File: src/rtl/rr_decode_sched_pkg.sv
// rr_decode_sched_pkg: shared FSM state encoding and default hold limit.
package rr_decode_sched_pkg;

    typedef enum logic [1:0] {
        ST_IDLE  = 2'd0,
        ST_GRANT = 2'd1,
        ST_GAP   = 2'd2
    } state_t;

    localparam int MAX_HOLD_DEF = 16;
    localparam int CNT_W_DEF    = 8;

endpackage

File: src/rtl/rr_pick4.sv
// rr_pick4: rotate-priority picker; searches req starting just after last, wrapping 3->0.
module rr_pick4 (
    input  logic [3:0] req,
    input  logic [1:0] last,
    output logic [1:0] pick,
    output logic       any
);

    // Walk from farthest to nearest so the nearest set bit after last wins.
    always_comb begin
        pick = last;
        any  = 1'b0;
        for (int i = 4; i >= 1; i--) begin
            if (req[2'(last + 2'(i))]) begin
                pick = 2'(last + 2'(i));
                any  = 1'b1;
            end
        end
    end

endmodule

File: src/rtl/rr_decode_sched.sv
// rr_decode_sched: round-robin owner of the shared 2-to-4 decoder select, with hold
// timeout and a one-cycle break-before-make gap between owners.
module rr_decode_sched
    import rr_decode_sched_pkg::*;
#(
    parameter int MAX_HOLD = MAX_HOLD_DEF,
    parameter int CNT_W    = CNT_W_DEF
) (
    input  logic       clk,
    input  logic       rst_n,
    input  logic [3:0] req,
    output logic [3:0] gnt,
    output logic [1:0] gnt_idx,
    output logic       gnt_valid,
    output logic       sel_a,
    output logic       sel_b,
    output logic       timeout
);

    state_t           state;
    logic [1:0]       last;
    logic [CNT_W-1:0] hold_cnt;
    logic [1:0]       pick;
    logic             any;

    rr_pick4 u_pick (
        .req  (req),
        .last (last),
        .pick (pick),
        .any  (any)
    );

    always_ff @(posedge clk or negedge rst_n) begin
        if (!rst_n) begin
            state     <= ST_IDLE;
            gnt       <= 4'b0;
            gnt_idx   <= 2'd3;
            gnt_valid <= 1'b0;
            timeout   <= 1'b0;
            hold_cnt  <= '0;
            last      <= 2'd3;
        end else begin
            timeout <= 1'b0;
            case (state)
                ST_IDLE, ST_GAP: begin
                    if (any) begin
                        state     <= ST_GRANT;
                        gnt_idx   <= pick;
                        gnt       <= 4'b1 << pick;
                        gnt_valid <= 1'b1;
                        hold_cnt  <= '0;
                    end else begin
                        state <= ST_IDLE;
                    end
                end
                ST_GRANT: begin
                    // Release always passes through GAP, even if others are waiting.
                    if (!req[gnt_idx] || hold_cnt == CNT_W'(MAX_HOLD - 1)) begin
                        state     <= ST_GAP;
                        gnt       <= 4'b0;
                        gnt_valid <= 1'b0;
                        last      <= gnt_idx;
                        timeout   <= req[gnt_idx];
                    end else begin
                        hold_cnt <= hold_cnt + CNT_W'(1);
                    end
                end
                default: state <= ST_IDLE;
            endcase
        end
    end

    assign sel_a = gnt_idx[1];
    assign sel_b = gnt_idx[0];

endmodule

File: config.mk
export PLATFORM = sky130hd
export DESIGN_NAME = rr_decode_sched
export DESIGN_NICKNAME = d
export VERILOG_FILES = /design/src/rtl/rr_decode_sched_pkg.sv /design/src/rtl/rr_pick4.sv /design/src/rtl/rr_decode_sched.sv
export SDC_FILE = /design/constraint.sdc
export NUM_CORES = 1
export LEC_CHECK = 0
export CORE_ASPECT_RATIO = 1.1
export CORE_MARGIN = 1
export CORE_UTILIZATION = 51
export DETAILED_ROUTE_END_ITERATION = 10
export GPL_ROUTABILITY_DRIVEN = 0
export PLACE_DENSITY = 0.73
export SKIP_CTS_REPAIR_TIMING = 1
export SYNTH_ARGS = -nofsm -noshare
export SYNTH_HDL_FRONTEND = slang
export SYNTH_SLANG_ARGS = --single-unit
File: constraint.sdc
create_clock -name clk -period 2.01 [get_ports clk]
set_clock_uncertainty 0.05 [all_clocks]
set_input_delay 0.3015 -clock clk [delete_from_list [all_inputs] [get_ports clk]]
set_output_delay 0.3015 -clock clk [all_outputs]
set_load 0.01 [all_outputs]
==> results of run 1 <==
==> state kept, by name (all words and copies together) (netlist names) <==
signal	count
last	2
hold_cnt	8
gnt	4
state	2
timeout	1
gnt_idx	2
gnt_valid	1
==> worst max path at each step <==
stage / from / to / depth (start not counted)
2_1_floorplan: gnt_idx[0]$_DFFE_PN1P_ / last[0]$_DFFE_PN1P_ / 4
3_3_place_gp: req[0] / gnt[2]$_DFFE_PN0P_ / 6
3_5_place_dp: req[1] / hold_cnt[3]$_DFFE_PN0P_ / 6
4_1_cts: gnt_idx[0]$_DFFE_PN1P_ / hold_cnt[3]$_DFFE_PN0P_ / 5
5_1_grt: gnt_idx[0]$_DFFE_PN1P_ / hold_cnt[3]$_DFFE_PN0P_ / 5
6_report: gnt_idx[0]$_DFFE_PN1P_ / hold_cnt[3]$_DFFE_PN0P_ / 5
==> cells in the final DEF, fill, tap and decap left out, drive strengths merged, types with 2 or more instances in the layout <==
master and instances:
clkbuf 4, dfstp 4, or2 2, a32o 2, o311ai 2, mux2 2, nand3 3, o31ai 3
o21ai 6, nand2 3, buf 7, xor2 2, a21o 2, nor2 6, clkdlybuf4s50 15, nand2b 3
nand4 3, dfrtp 16, inv 4, a22o 2, o211ai 4
==> cells by family after synthesis <==
group / count (synthesis)
AO/OA/AOI/OAI: 28
XOR/XNOR: 2
adder cells (fa/ha/maj): 1
buffers and inverters: 8
flip-flops: 20
multiplexers: 4
AND/OR/NAND/NOR: 26
==> area by class of cell <==
type	instances	share of cell area
sequential	20	0.400
multi-input combinational	61	0.372
timing repair buffer	22	0.161
clock buffer	4	0.0287
tap	27	0.0268
inverter	4	0.0119
==> power by group through the flow <==
stage                     Sequential (µW)  Clock [µW]  Combinational, µW
final                                 661         236                771
after global placement                667           0                759
after global routing                  680         251                844
after floorplan                       668           0                507
after detailed placement              671           0                768
after CTS                             661         238                774
==> metal layers <==
metal  vias up  track usage  wire length, µm
li1        387            -                -
met2        16        0.301              878
met5         -            0                0
met4         0       0.0758               26
met1       373        0.309              991
met3         4       0.0333               59
==> critical path: cells and delay by family (launching register included) <==
kind,cells,cell delay [ns]
AO/OA/AOI/OAI,2,0.21
multiplexers,1,0.58
flip-flops,1,0.59
AND/OR/NAND/NOR,1,0.13
buffers and inverters,1,0.18
==> per-stage QoR <==
step / cells / utilization / setup slack (ns) / total power [µW] / hold slack, ns
floorplan: 89 / - / 0.275 / 1170 / -0.0441
global placement: 134 / 0.673 / 0.0644 / 1430 / 0.409
detailed placement: 134 / 0.673 / 0.0151 / 1440 / 0.424
CTS: 138 / 0.693 / 0.156 / 1670 / 0.282
global route: 138 / 0.693 / 0.0956 / 1780 / 0.291
finish: 138 / 0.693 / 0.171 / 1670 / 0.272
==> summary.md, run 1 <==
The run finished with clean final reports. In this run, synthesis produced a sequential element count of 20. The count of flip-flops with a built-in enable after synthesis was 0; the distinct cell type count after synthesis was 41. Across the run, the number of max-cap violations was 0.

The tools report the headroom to the max-slew limit as 0.676. The via count of the first global-routing pass was 765; the post-route minimum period was 1.84 ns. The run gives 1 as the maximum level of the CTS H-tree.

The area fraction in and, or, nand and nor cells after synthesis was 0.155. The number of DRC markers after the initial detailed-route iteration came out at 21. Setup repair after global routing left no endpoint under its margin.

The number of antenna violations at the first check in global routing came out at 0. The maximum root-to-sink buffer count was 2. The mux share of post-synthesis cell area is 0.0615, and the worst-path maximum fanout is 10. The number of routed nets with antenna violations is 0. In this run the critical register-to-register path is launched from gnt_idx[0]$_DFFE_PN1P_. When the netlist entered floorplanning its net count stood at 96. By area the synthesized netlist is led by dfrtp_1 (39%), dfstp_2 (10%), mux2_4 (3.0%), o211ai_1 (3.0%), buf_4 (2.2%). The critical path startpoint category was a flip-flop. The synthesized design spends more area on one cell type than any other, namely dfrtp_1. The slowest stage of the critical path is the dfstp_2 cell.

The first global-routing pass estimated 3360 µm of wire. The tools report the register share of total power as 0.396. The signal on the critical path passes through mux4_2, nand2_1, buf_4, o311ai_1, o31ai_1.

In the routed design, unresolved DRC markers number 0. Summing all non-filler instances in the final layout gives an area of 0.00126 mm². The total detailed-routing wirelength was 1960 µm; the setup total negative slack was 0 ns. The worst setup path is captured at a flip-flop. The main combinational cell family by area after synthesis was compound AO/OA/AOI/OAI gates. From synthesis to final layout, the design area changed by 24.1%. The y dimension of the die works out to 48.8 µm. TritonCTS built the clock tree. The aggregate global-route resource usage is 0.207. Across the whole layout, storage elements account for 505 µm². 16 I/O pins were placed. The floorplan step defined a die boundary enclosing 0.00218 mm². The largest single stage delay on the critical path is 0.59 ns.

The fraction of layout cells with a size suffix above 1 was 0.225; the wire length per cell was 14.2 µm. The proportion of synthesized flip-flops having asynchronous set or reset is 1.00, and the share of Yosys cell area claimed by the top area cell type is 0.394. The startpoint-to-endpoint class of the critical path was reg -> reg.

Among all cell types in the netlist, the one instantiated most often is dfrtp_1. Detailed routing inserted a total of 780 vias. For the pin with the worst max-slew slack, the measured transition is 0.485 ns. Count of yosys warnings during synthesis: 0. In this run the core area contains 16 standard-cell rows. The via density per instance was 5.65; the post-detailed-placement cell area was 0.00123 mm². Sorting the synthesized cells by how often they occur yields dfrtp_1 (16), nor2_1 (5).

The region available for standard cell placement spans 0.00182 mm². The proportion of power drawn by combinational gates was 0.462; the total power divided by cell area was 1320 mW/mm². Switching power of the nets: 600 µW. Fraction of power spent switching nets: 0.360. Flip-flop cell with the highest count after synthesis: dfrtp_1.

The worst register-to-register path has a depth of 5. The sequential-to-total area share from yosys stat was 0.497. The hold violation total from the final report was 0; the setup slack of the most critical reg-to-reg path was 0.17 ns. The placed wire-length estimate was 1440 µm; the critical path arrival was 2.00 ns.

In this run the critical register-to-register path is captured at hold_cnt[3]$_DFFE_PN0P_. Dividing the synthesized area by the synthesized cell count gives 11.4 µm². The tree built by TritonCTS fans out to 20 sinks. Fill cells in the final layout number 141.

Clock-pin slew was measured on the worst setup and hold paths at 0.11 ns. The clock share of power was 0.141. The share of the synthesized area in compound gates (AO/OA/AOI/OAI) is 0.215, and the largest net degree at the start of global routing is 21. In this run the worst hold path is classified as in -> async. In this run, CTS created clock tree buffers numbering 3.

The synthesized-area fraction occupied by adder cells came out at 0.0123. After global routing the overflow that remains totals 0. The logs give 0 for the final max-slew violation count and 0.544 GHz for the highest clock rate. The maximum vdd drop was 0.000819 V; the total iterations of the first detailed-routing run was 4.

The xor and xnor fraction of the mapped netlist area works out to 0.0172. The run gives 0.000551 µW as the standby leakage power. Counting every instance in the synthesized netlist gives 89. The summed instance area of the synthesized netlist is 0.00102 mm². For the diode insertion count for antenna repair, the log shows 0.

The run gives 0.558 as the starting density of the core. The share of the clock period used by the worst path after layout came out at 0.915. The cell chosen for the clock root is clkbuf_4.

The run gives 469 µm² as the multi-input combinational cell area. For the worst-skew pair, the clock arrives at the later sink with an insertion delay of 0.30 ns. For the worst setup path, the data required time is 2.17 ns.

The number of input and output port buffers inserted is 15, and the number of nets in the finished design is 119. Setup violations remaining at the end of the flow were counted as 0. The internal power is 1070 µW, and the overall die width is 44.6 µm.
No activity file was read; power rests on OpenSTA's default activity.
==> run 2, diff against run 1 <==
ABC_CLOCK_PERIOD_IN_PS = 2009   (was not set)
==> results of run 2 <==
No change in the layout: final DEF, timing and power equal those of run 1.
==> run 3, diff against run 2 <==
--- a/config.mk
+++ b/config.mk
@@ -8,2 +8,3 @@
 export ABC_CLOCK_PERIOD_IN_PS = 2009
+export CAP_MARGIN = 25
 export CORE_ASPECT_RATIO = 1.1
==> constraint.sdc (replaced) <==
create_clock -name clk -period 2.01 [get_ports clk]
set_clock_uncertainty 0.05 [all_clocks]
set_input_delay 0.402 -clock clk [delete_from_list [all_inputs] [get_ports clk]]
set_output_delay 0.402 -clock clk [all_outputs]
set_load 0.01 [all_outputs]
==> summary.md, run 3 (synthesis results as in run 1) <==
The logs give 0.221 (+0.0136) for the aggregate global-route resource usage and 0.373 ns (+0.101 ns) for the hold slack. Flip-flop count of the largest register, all copies and words added: 8 (unchanged). The run finished with clean final reports. Leaving out fill and tap cells, the most frequent cell in the layout is dfrtp_1.

The via density per instance was 5.72 (+1.2%); the sum of overflow across all layers after global routing was 0 (unchanged). The cell family with the largest share of critical-path delay was flip-flops. Overall die width: 44.6 µm (unchanged). The run gives 4 (unchanged) as the total iterations of the first detailed-routing run. The length in cells of the worst reg-to-reg path is 5 (unchanged). The clock sink total is 20 (unchanged).

Cell chosen for the clock root: clkbuf_4. Leaving out fill and tap cells, the most frequent cells in the layout are dfrtp_1 (16), clkdlybuf4s50_1 (15), buf_4 (9), nor2_1 (5). Y dimension of the die: 48.8 µm (unchanged). The first-pass GRT wire length was 3660 µm (+9.0%); the maximum level of the CTS H-tree was 1 (unchanged).

Relative to the synthesized area, the layout overhead comes to 25.6%. The highest clock rate came out at 0.524 GHz (-3.6%). The classification of the worst-slack hold path is in -> async. The critical path in this run is classified as reg -> out.

The number of input and output port buffers inserted works out to 15 (unchanged). The maximum root-to-sink buffer count is 2 (unchanged). The placed wire-length estimate is 1490 µm (+3.5%). The via count of the first global-routing pass is 821 (+7.3%), and the data required time of the worst path is 1.56 ns (-0.61 ns). Walking the worst path, the cells encountered are clkdlybuf4s50_1. The final max-slew violation count is 0 (unchanged). Setup repair after global routing left no endpoint under its margin.

The max-capacitance violation count is 0 (unchanged), and the combined buffer and inverter count along the critical path is 1 (unchanged). The area enclosed by the die boundary is 0.00218 mm² (unchanged). The slowest stage of the critical path belongs to the cell dfstp_2.

The tools report the number of antenna violations at the first check in global routing as 0 (unchanged). Hold violation total from the final report: 0 (unchanged). For the latest clock arrival within the worst-skew pair, the log shows 0.30 ns (about the same). The share of the clock period used by the worst path after layout works out to 0.949 (+0.0338). The reg-to-reg critical path endpoint was hold_cnt[6]$_DFFE_PN0P_. Total CTS buffers: 3 (unchanged). Number of DRC markers after the initial detailed-route iteration: 11 (-48%). The largest registers in the layout are hold_cnt (8), gnt (4).

The worst stage delay on the critical path was 0.60 ns (about the same); the number of routed nets with antenna violations was 0 (unchanged). The post-route minimum period came out at 1.91 ns (+0.0680 ns). The startpoint identified for the worst register-to-register timing path is gnt_idx[0]$_DFFE_PN1P_. The standby leakage power is 0.000560 µW (+1.7%), and the critical path arrival is 1.46 ns (-0.54 ns).

The area of the core came out at 0.00182 mm² (unchanged). The total power divided by cell area is 1330 mW/mm² (+0.94%). For the post-detailed-placement cell area, the log shows 0.00124 mm² (+1.2%).

TritonCTS built the clock tree. The worst setup path is launched from a flip-flop. The row count is 16 (unchanged), and the slew at the pin closest to its max-slew limit is 0.417 ns (-0.0688 ns). The logs give 0 (unchanged) for the total DRC errors in the routed layout and 0.000751 V (-8.3%) for the maximum vdd drop. The clock slew seen by the registers of the worst setup and hold paths came out at 0.11 ns (about the same). The number of setup violations in the final report is 0 (unchanged), and the diode insertion count for antenna repair is 0 (unchanged). The number of nets in the finished design was 121 (+1.7%); the largest net degree at the start of global routing was 21 (unchanged). More flip-flops sit in one register than any other, and that register is hold_cnt. The post-route cell area is 0.00128 mm² (+1.2%). The tools report the starting density of the core as 0.558 (unchanged). The worst-path maximum fanout is 5 (-5), and the total detailed-routing wirelength is 2010 µm (+2.5%). The headroom to the max-slew limit came out at 0.722 (+0.0459). Count of boundary I/O pins: 16 (unchanged). The fraction of layout cells with a size suffix above 1 came out at 0.239 (+0.0137). The wire length per cell is 14.3 µm (+1.0%). STA classifies the critical path endpoint as a primary output.

The via count of the routed design is 801 (+2.7%), and the setup slack of the most critical reg-to-reg path is 0.18 ns (about the same).
[run 3: cell count changes in the layout (fill, tap and decap cells not counted)]
| cell | change |
|---|---|
| buf_4 | +2 |
[run 3: area by class of cell]
class | count | area, µm²
multi-input combinational | 61 | 469
inverter | 4 | 15.0
tap | 27 | 33.8
clock buffer | 4 | 36.3
timing repair buffer | 24 | 218
fill | 144 | 544
sequential | 20 | 505
[run 3: per-layer routing]
layer  routed length, µm  vias up  track usage
met5                   0        -            0
met4                  23        0       0.0909
met3                  63        4       0.0222
met2                 908       18        0.333
met1                1010      390        0.320
li1                    -      389            -
[run 3: how the worst max path moves through the flow]
stage,startpoint,endpoint,cells past startpoint
after CTS,gnt_idx[0]$_DFFE_PN1P_,sel_b,1
after global routing,gnt_idx[0]$_DFFE_PN1P_,sel_b,1
after detailed placement,req[0],gnt[3]$_DFFE_PN0P_,6
after global placement,req[0],gnt[3]$_DFFE_PN0P_,6
final,gnt_idx[0]$_DFFE_PN1P_,sel_b,1
after floorplan,gnt_idx[0]$_DFFE_PN1P_,last[0]$_DFFE_PN1P_,4
[run 3: through the flow]
| step | TNS [ns] | total power [µW] | util | cells | setup WS (ns) |
|---|---|---|---|---|---|
| after floorplan | 0 | 1170 | - | 89 | 0.275 |
| after global placement | -0.137 | 1450 | 0.681 | 136 | -0.0713 |
| after detailed placement | -0.111 | 1470 | 0.681 | 136 | -0.0483 |
| after CTS | 0 | 1710 | 0.701 | 140 | 0.0895 |
| after global routing | 0 | 1820 | 0.701 | 140 | 0.0543 |
| final | 0 | 1700 | 0.701 | 140 | 0.103 |
[run 3: power breakdown]
| part | leakage (µW) | switching (µW) | internal [µW] |
|---|---|---|---|
| clock network | 0.0000210 | 127 | 111 |
| registers | 0.000253 | 114 | 550 |
| logic | 0.000286 | 371 | 430 |
